[config.mk]
export PLATFORM = sky130hd
export DESIGN_NAME = decodifica_jogada
export DESIGN_NICKNAME = d
export VERILOG_FILES = /design/src/rtl/jogada_pkg.sv /design/src/rtl/decodifica_jogada_paridade_par.sv /design/src/rtl/decodifica_jogada.sv
export SDC_FILE = /design/constraint.sdc
export NUM_CORES = 1
export LEC_CHECK = 0
export BUFFER_PORTS_ARGS = -buffer_cell sky130_fd_sc_hd__buf_4
export CAP_MARGIN = 5
export CORE_MARGIN = 2
export CORE_UTILIZATION = 27
export CTS_CLUSTER_SIZE = 12
export DETAILED_ROUTE_END_ITERATION = 12
export PLACE_DENSITY = 0.55
export SETUP_SLACK_MARGIN = 0.1
export SKIP_CTS_REPAIR_TIMING = 1
export SLEW_MARGIN = 15
export SYNTH_ARGS = -nofsm -noshare
export SYNTH_HDL_FRONTEND = slang
export SYNTH_SLANG_ARGS = --single-unit
[constraint.sdc]
create_clock -name clk -period 4.3 [get_ports clk]
set_input_delay 0.43 -clock clk [delete_from_list [all_inputs] [get_ports clk]]
set_output_delay 0.43 -clock clk [all_outputs]
set_load 0.05 [all_outputs]
[src/rtl/jogada_pkg.sv]
// Shared definitions for the move decoder and the future move encoder/transmitter.
package jogada_pkg;

  // Width of a plain or encoded move.
  localparam int unsigned LARG_JOGADA = 3;

  // Serial frame length: start, three encoded bits, parity, stop.
  localparam int unsigned TAM_QUADRO = 6;

  // Encoding key: encoded = plain XOR CHAVE.
  localparam logic [LARG_JOGADA-1:0] CHAVE = 3'b101;

  // Receiver states.
  typedef enum logic [2:0] {
    OCIOSO   = 3'd0,
    INICIO   = 3'd1,
    DADOS    = 3'd2,
    PARIDADE = 3'd3,
    PARADA   = 3'd4
  } estado_t;

  // Even-parity bit over one move: 1 when the move has an odd number of ones.
  function automatic logic paridade3(input logic [LARG_JOGADA-1:0] d);
    return ^d;
  endfunction

endpackage

[src/rtl/decodifica_jogada_paridade_par.sv]
// Combinational 3-bit even-parity generator, shared by receiver and transmitter.
module paridade_par
  import jogada_pkg::*;
(
  input  logic [LARG_JOGADA-1:0] i_dados,
  output logic                   o_paridade
);

  assign o_paridade = paridade3(i_dados);

endmodule

[src/rtl/decodifica_jogada.sv]
// Serial move receiver: deframes start/3 data/parity/stop, checks parity and
// stop bit, decodes the move with CHAVE and presents it with a valid/ack handshake.
module decodifica_jogada #(
  parameter int unsigned                           DIV   = 4,
  parameter logic [jogada_pkg::LARG_JOGADA-1:0]    CHAVE = jogada_pkg::CHAVE
) (
  input  logic                                     clk,
  input  logic                                     rst_n,
  input  logic                                     rx,
  input  logic                                     ack,
  output logic [jogada_pkg::LARG_JOGADA-1:0]       Jogada,
  output logic                                     valid,
  output logic                                     erro_paridade,
  output logic                                     sobrescrita,
  output logic                                     ocupado
);
  import jogada_pkg::*;

  // Mid-bit sample point and last cycle of a bit period.
  localparam logic [3:0] MEIO       = 4'(DIV / 2);
  localparam logic [3:0] FIM        = 4'(DIV - 1);
  localparam logic [1:0] ULTIMO_BIT = 2'(LARG_JOGADA - 1);

  estado_t                r_estado;
  estado_t                w_prox_estado;
  logic [3:0]             r_cont;
  logic [1:0]             r_nbit;
  logic [LARG_JOGADA-1:0] r_dados;
  logic                   r_par;
  logic [LARG_JOGADA-1:0] r_jogada;
  logic                   r_valid;
  logic                   r_erro;
  logic                   r_sobre;
  logic                   r_ocupado;

  logic                   w_par_calc;
  logic                   w_amostra;
  logic                   w_fim_bit;
  logic                   w_completa;
  logic                   w_quadro_ok;
  logic                   w_aceite;

  paridade_par u_paridade (
    .i_dados    (r_dados),
    .o_paridade (w_par_calc)
  );

  // State register.
  always_ff @(posedge clk or negedge rst_n) begin
    if (!rst_n) begin
      r_estado <= OCIOSO;
    end else begin
      r_estado <= w_prox_estado;
    end
  end

  // Next-state logic: start detection, glitch rejection and bit sequencing.
  always_comb begin
    w_prox_estado = r_estado;
    case (r_estado)
      OCIOSO: begin
        if (!rx) w_prox_estado = INICIO;
        else     w_prox_estado = OCIOSO;
      end
      INICIO: begin
        if (w_amostra && rx) w_prox_estado = OCIOSO;
        else if (w_fim_bit)  w_prox_estado = DADOS;
        else                 w_prox_estado = INICIO;
      end
      DADOS: begin
        if (w_fim_bit && (r_nbit == ULTIMO_BIT)) w_prox_estado = PARIDADE;
        else                                     w_prox_estado = DADOS;
      end
      PARIDADE: begin
        if (w_fim_bit) w_prox_estado = PARADA;
        else           w_prox_estado = PARIDADE;
      end
      PARADA: begin
        if (w_amostra) w_prox_estado = OCIOSO;
        else           w_prox_estado = PARADA;
      end
      default: w_prox_estado = OCIOSO;
    endcase
  end

  // Decode of sample points, frame completion, frame check and handshake.
  always_comb begin
    w_amostra   = (r_cont == MEIO);
    w_fim_bit   = (r_cont == FIM);
    w_completa  = 1'b0;
    w_quadro_ok = 1'b0;
    w_aceite    = r_valid && ack;
    if (r_estado == PARADA) begin
      w_completa  = w_amostra;
      w_quadro_ok = (w_par_calc == r_par) && rx;
    end else begin
      w_completa  = 1'b0;
      w_quadro_ok = 1'b0;
    end
  end

  // Cycle/bit counters and capture of data and parity bits at mid-bit.
  always_ff @(posedge clk or negedge rst_n) begin
    if (!rst_n) begin
      r_cont  <= 4'd0;
      r_nbit  <= 2'd0;
      r_dados <= 3'b000;
      r_par   <= 1'b0;
    end else if (r_estado == OCIOSO) begin
      r_cont <= 4'd0;
      r_nbit <= 2'd0;
    end else begin
      if (w_fim_bit) begin
        r_cont <= 4'd0;
        if (r_estado == DADOS) r_nbit <= r_nbit + 2'd1;
      end else begin
        r_cont <= r_cont + 4'd1;
      end
      if (w_amostra && (r_estado == DADOS))    r_dados <= {rx, r_dados[LARG_JOGADA-1:1]};
      if (w_amostra && (r_estado == PARIDADE)) r_par   <= rx;
    end
  end

  // Output registers: move delivery, error and overrun flags, busy indication.
  always_ff @(posedge clk or negedge rst_n) begin
    if (!rst_n) begin
      r_jogada  <= 3'b000;
      r_valid   <= 1'b0;
      r_erro    <= 1'b0;
      r_sobre   <= 1'b0;
      r_ocupado <= 1'b0;
    end else begin
      r_ocupado <= (w_prox_estado != OCIOSO);
      if (w_completa && w_quadro_ok) begin
        r_jogada <= r_dados ^ CHAVE;
        r_valid  <= 1'b1;
        r_erro   <= 1'b0;
        if (r_valid && !ack) r_sobre <= 1'b1;
        else if (w_aceite)   r_sobre <= 1'b0;
      end else begin
        if (w_completa) r_erro <= 1'b1;
        if (w_aceite) begin
          r_valid <= 1'b0;
          r_sobre <= 1'b0;
        end
      end
    end
  end

  assign Jogada        = r_jogada;
  assign valid         = r_valid;
  assign erro_paridade = r_erro;
  assign sobrescrita   = r_sobre;
  assign ocupado       = r_ocupado;

endmodule

==> impl_metrics.csv, run 1 <==
group,metric,value,unit
outcome,status,"finished, final reports clean",
timing,worst_pin_slew,0.675,ns
timing,relSlewSlack,0.549,
route,met2_length,831,um
logic_synthesis,synth_cell_types,31,
worst_setup_path,worstSetupEndpointType,"flip-flop",
timing,fmax,555,MHz
global_route,grt_start_max_net_pins,21,
floorplan,die_h,64.1,um
worst_setup_path,cp_data_required_time,4.49,ns
logic_synthesis,synth_edf_count,0,
finish,fin_nets,107,
cts,path_clk_slew,0.11,ns
pwr,power.density,570,nW/um^2
hold_path,hp-class,"primary input to flip-flop",
place,place_area,1090,um^2
logic_synthesis,ys_warn_count,0,
timing,clock_skew,0.00635,ns
route,drcViolationCount,0,
finish,seq_area,500,um^2
route,wirelength,1680,um
finish,fin_area,1140,um^2
timing,hold_violations,0,
timing,final_max_slew_viol_count,0,
logic_synthesis,yosys.area.top_type,"dfrtp_1",
timing,fin_crit,1.80,ns
finish,n_fill_cell,365,
route,dr.max_layer_used,"met4",
floorplan,rows,21,
place,portBuffers,10,
finish,finalNonFillerCells,145,
cts,clkSinkCount,20,
logic_synthesis,synth_most_common_cell,"dfrtp_1",
cts,clockRootBuffer,"clkbuf_4",
timing,post-route-worst-setup-slack,2.50,ns
timing,finalHoldWorstSlack,0.392,ns
timing,setup_viol,0,
run,maxCapViolCount,0,
place,dpl.cell_count,140,
logic_synthesis,yosys-top-cells-area,"dfrtp_1 (51%), mux2_2 (5.8%), ha_1 (3.8%)",
floorplan,ios,11,
logic_synthesis,synthCells,87,
global_route,grt_antenna_before_repair,0,
cts,cts_tree,"yes",
cts,cts.htree.levels,1,
global_route,grt_overflow,0,
worst_setup_path,start_kind,"flip-flop",
logic_synthesis,avgSynthCellArea,11.2,um^2
worst_setup_path,critical_path_arrival,1.99,ns
timing,tns,0,ns
floorplan,die_w,64.1,um
floorplan,initial_core_util,0.286,
global_route,grt_pass1_wl,3090,um
place,dp_hpwl,1280,um
timing,rsz0062_at_grt,"false",
place,gp_congestion,0.782,
logic_synthesis,synth_seq_area_share,0.513,
pwr,power.leakage,0.518,nW
worst_setup_path,crit_type,"flip-flop to flip-flop",
cts,clk_latency,0.29,ns
cts,cts_made_buffers,3,
finish,diodes,0,
logic_synthesis,synth_flop_cell,"dfrtp_1",
route,routed-wl-met3,48,um
cts,cts_buffer_depth,2,
route,drt-initial-drc-count,4,
route,viasPerCell,4.63,
logic_synthesis,ys_ff_latch,20,
route,antenna_left,0,
finish,finish.utilization,0.334,
floorplan,fp.dieArea,4110,um^2
global_route,grt_use_total,0.0950,
logic_synthesis,async_flop_share,1.00,
finish,area_growth,16.8,%
timing,period_share,0.419,
route,num_vias,671,
logic_synthesis,synth_common_cells,"dfrtp_1 (20), inv_1 (7), nand2_1 (6), nor2_1 (6), mux2_2 (5)",
route,wl_per_cell,11.6,um
finish,multi_input_area,434,um^2
logic_synthesis,yosysTopAreaCellShare,0.513,
pwr,p_total,0.650,mW
logic_synthesis,syn_area,976,um^2
place,pre_cts_slack,2.51,ns
route,firstDrtPassIters,3,
logic_synthesis,synthesis.nets,94,
finish,drive_gt1_frac,0.263,
pwr,peakVddDrop,0.000224,V
worst_setup_path,cp_max_fo,4,
global_route,grt_pass1_vias,703,
floorplan,coreArea,3420,um^2
route,wl_met1,786,um
## cell families after synthesis
group | after synthesis | share of synthesized area
adder cells (fa/ha/maj) | 3 | 0.0385
AO/OA/AOI/OAI | 16 | 0.113
multiplexers | 8 | 0.0897
XOR/XNOR | 4 | 0.0359
buffers and inverters | 10 | 0.0423
flip-flops | 20 | 0.513
AND/OR/NAND/NOR | 26 | 0.168
## layout make-up
| class | count | share of cell area |
|---|---|---|
| Timing Repair Buffer | 11 | 0.0746 |
| Clock buffer | 4 | 0.0318 |
| Multi-Input combinational cell | 57 | 0.381 |
| Sequential cell | 20 | 0.439 |
| Inverter | 7 | 0.0231 |
| Tap cell | 46 | 0.0505 |
## placed cells by master, fill, tap and decap left out, types with 2 or more instances in the layout
master / Yosys / final
a21oi_1: 3 / 3
buf_4: 0 / 10
clkbuf_4: 0 / 3
dfrtp_1: 20 / 20
ha_1: 3 / 3
inv_1: 7 / 7
mux2_2: 5 / 5
mux2i_1: 2 / 2
nand2_1: 6 / 6
nand3_1: 3 / 3
nor2_1: 6 / 6
nor3_1: 2 / 2
nor3b_1: 3 / 3
o21ai_0: 4 / 4
xnor2_1: 2 / 2
xor2_1: 2 / 2
## final timing paths
| kind | slack, ns | cells past startpoint | from | endpoint |
|---|---|---|---|---|
| worst min register to register | 0.50 | 1 | Jogada[1]$_DFFE_PN0P_ | Jogada[1]$_DFFE_PN0P_ |
| max in group asynchronous | 3.55 | 2 | rst_n | r_estado[2]$_DFF_PN0_ |
| worst max-delay path | 2.50 | 5 | r_cont[0]$_DFF_PN0_ | ocupado$_DFF_PN0_ |
| min in group asynchronous | 0.54 | 2 | rst_n | r_cont[2]$_DFF_PN0_ |
| worst min-delay path | 0.39 | 2 | rx | r_estado[0]$_DFF_PN0_ |
| worst max register to register | 2.50 | 5 | r_cont[0]$_DFF_PN0_ | ocupado$_DFF_PN0_ |
## flip-flops by register name, indices dropped and copies added, names as in the netlist, named ones only
| register | cells |
|---|---|
| r_cont | 4 |
| r_dados | 3 |
| r_nbit | 2 |
| r_estado | 3 |
| Jogada | 3 |
| r_par | 1 |
| ocupado | 1 |
| valid | 1 |
| erro_paridade | 1 |
## per-layer routing
metal  global-route usage  vias up
li1                     -      322
met1                0.120      342
met2                0.154        5
met3               0.0194        2
met4               0.0479        0
met5                    0        -
## critical path, stage by stage (launching register included)
cell and delay (ns):
dfrtp_1 0.43, inv_1 0.07, ha_1 0.20, nor3b_1 0.40
o21ai_0 0.21, or3_1 0.39
## report_power, final
group | leakage (nW) | switching, mW | total [mW] | internal, mW
sequential | 0.246 | 0.0558 | 0.293 | 0.237
clock | 0.0210 | 0.0560 | 0.107 | 0.0515
combinational | 0.251 | 0.139 | 0.249 | 0.110
total | 0.518 | 0.251 | 0.650 | 0.399
(Power assumes the default switching activity.)
==> run 2, diff against run 1 <==
- clock period: 4.3 -> 1.8 ns (I/O delays scaled with it)
==> impl_metrics.csv, run 2 (synthesized netlist as in run 1, its figures left out) <==
group,metric,value,unit
finish,fin_area,1260,um^2
worst_setup_path,crit_buf_inv,0,
place,gp_congestion,0.780,
cts,clk_latency,0.30,ns
timing,tns,0,ns
worst_setup_path,cpLargestDelayFamily,"simple AND/OR/NAND/NOR gates",
cts,clockRootBuffer,"clkbuf_4",
cts,cts_buffer_depth,2,
worst_setup_path,worstSetupEndpointType,"flip-flop",
worst_setup_path,cp_max_fo,4,
place,dp_hpwl,1290,um
route,drt-initial-drc-count,21,
floorplan,fp.dieArea,4110,um^2
timing,clock_skew,0.00278,ns
route,num_vias,713,
cts,path_clk_slew,0.12,ns
finish,finalNonFillerCells,153,
worst_setup_path,slowest_delay,0.45,ns
worst_setup_path,cp_data_required_time,1.99,ns
finish,n_fill_cell,355,
timing,worst_pin_slew,0.619,ns
floorplan,ios,11,
pwr,power.leakage,0.569,nW
route,drcViolationCount,0,
place,place_area,1120,um^2
pwr,peakVddDrop,0.000502,V
global_route,grt_pass1_vias,673,
timing,hold_violations,0,
pwr,power.density,1390,nW/um^2
worst_setup_path,critical_path_arrival,1.90,ns
floorplan,initial_core_util,0.286,
worst_setup_path,reg2reg_from,"r_cont[1]$_DFF_PN0_",
worst_setup_path,path_cells,"ha_4 > or3b_4 > o21ai_2 > a21oi_2 > or3_1",
route,wirelength,1920,um
finish,top_register,"r_cont",
global_route,grt_antenna_before_repair,0,
finish,final_cell_mix,"dfrtp_1 (20), buf_4 (18), inv_1 (7)",
finish,finish.utilization,0.368,
run,maxCapViolCount,0,
worst_setup_path,crit_type,"flip-flop to flip-flop",
hold_path,hold_start,"ack",
place,dpl.cell_count,144,
hold_path,hp-class,"primary input to flip-flop",
global_route,grt_start_max_net_pins,21,
timing,final_max_slew_viol_count,0,
cts,cts_made_buffers,3,
worst_setup_path,crit_start,"r_cont[1]$_DFF_PN0_",
timing,period_share,0.946,
finish,final_common_cell,"dfrtp_1",
floorplan,rows,21,
global_route,grt_use_total,0.0918,
worst_setup_path,slowest_stage,"dfrtp_1",
outcome,status,"finished, final reports clean",
route,viasPerCell,4.66,
route,antenna_left,0,
cts,cts.htree.levels,1,
timing,relSlewSlack,0.587,
place,portBuffers,10,
global_route,grt_overflow,0,
cts,cts_tree,"yes",
finish,diodes,0,
floorplan,die_w,64.1,um
floorplan,coreArea,3420,um^2
finish,area_growth,28.8,%
cts,clkSinkCount,20,
finish,fin_nets,115,
worst_setup_path,start_kind,"flip-flop",
finish,drive_gt1_frac,0.383,
global_route,grt_pass1_wl,2970,um
timing,rsz0062_at_grt,"true",
route,wl_per_cell,12.5,um
timing,fin_crit,1.70,ns
floorplan,die_h,64.1,um
finish,largest_reg_flops,4,
route,firstDrtPassIters,4,
timing,fmax,587,MHz
timing,setup_viol,0,
## run 2: worst paths after layout
| kind | end | slack [ns] | cells past startpoint |
|---|---|---|---|
| setup / recovery | ocupado$_DFF_PN0_ | 0.1 | 5 |
| hold / removal | flip-flop | 0.13 | 3 |
| setup reg to reg | ocupado$_DFF_PN0_ | 0.1 | 5 |
| hold reg to reg | Jogada[0]$_DFFE_PN0P_ | 0.50 | 1 |
| max in group asynchronous | Jogada[0]$_DFFE_PN0P_ | 1.31 | 2 |
| min in group asynchronous | r_cont[2]$_DFF_PN0_ | 0.28 | 2 |
## run 2: metal layers
layer	up-vias	share of wire	global-route usage
met3	2	0.023	0.0176
li1	343	-	-
met5	-	0	0
met2	7	0.50	0.142
met1	361	0.47	0.122
met4	0	0.0099	0.0479
## run 2: worst register-to-register path, stage by stage (launching register included)
cell and delay (ns):
dfrtp_1 0.45, ha_4 0.16, or3b_4 0.41, o21ai_2 0.16, a21oi_2 0.07, or3_1 0.35
## run 2: cell type report
type                            count  area [um^2]  area share
Inverter                            7         26.3      0.0209
Timing Repair Buffer               19          145       0.115
Sequential cell                    20          500       0.398
Multi-Input combinational cell     57          492       0.391
Tap cell                           46         57.6      0.0458
Clock buffer                        4         36.3      0.0289
## run 2: through the flow
step           setup slack, ns  hold WS (ns)  power [mW]
5_1_grt                -0.0875         0.126        1.88
3_3_place_gp             0.140        0.0743        1.33
4_1_cts                 0.0867        -0.271        1.62
2_1_floorplan            0.208        -0.116        1.18
3_5_place_dp             0.113        0.0792        1.34
6_report                0.0969         0.134        1.75
## run 2: report_power, final
group          leakage [nW]  internal (mW)  switching, mW  total (mW)
Combinational         0.301          0.377          0.391       0.768
Sequential            0.246          0.567          0.149       0.715
Clock                0.0210          0.123          0.142       0.265
Total                 0.569           1.07          0.682        1.75
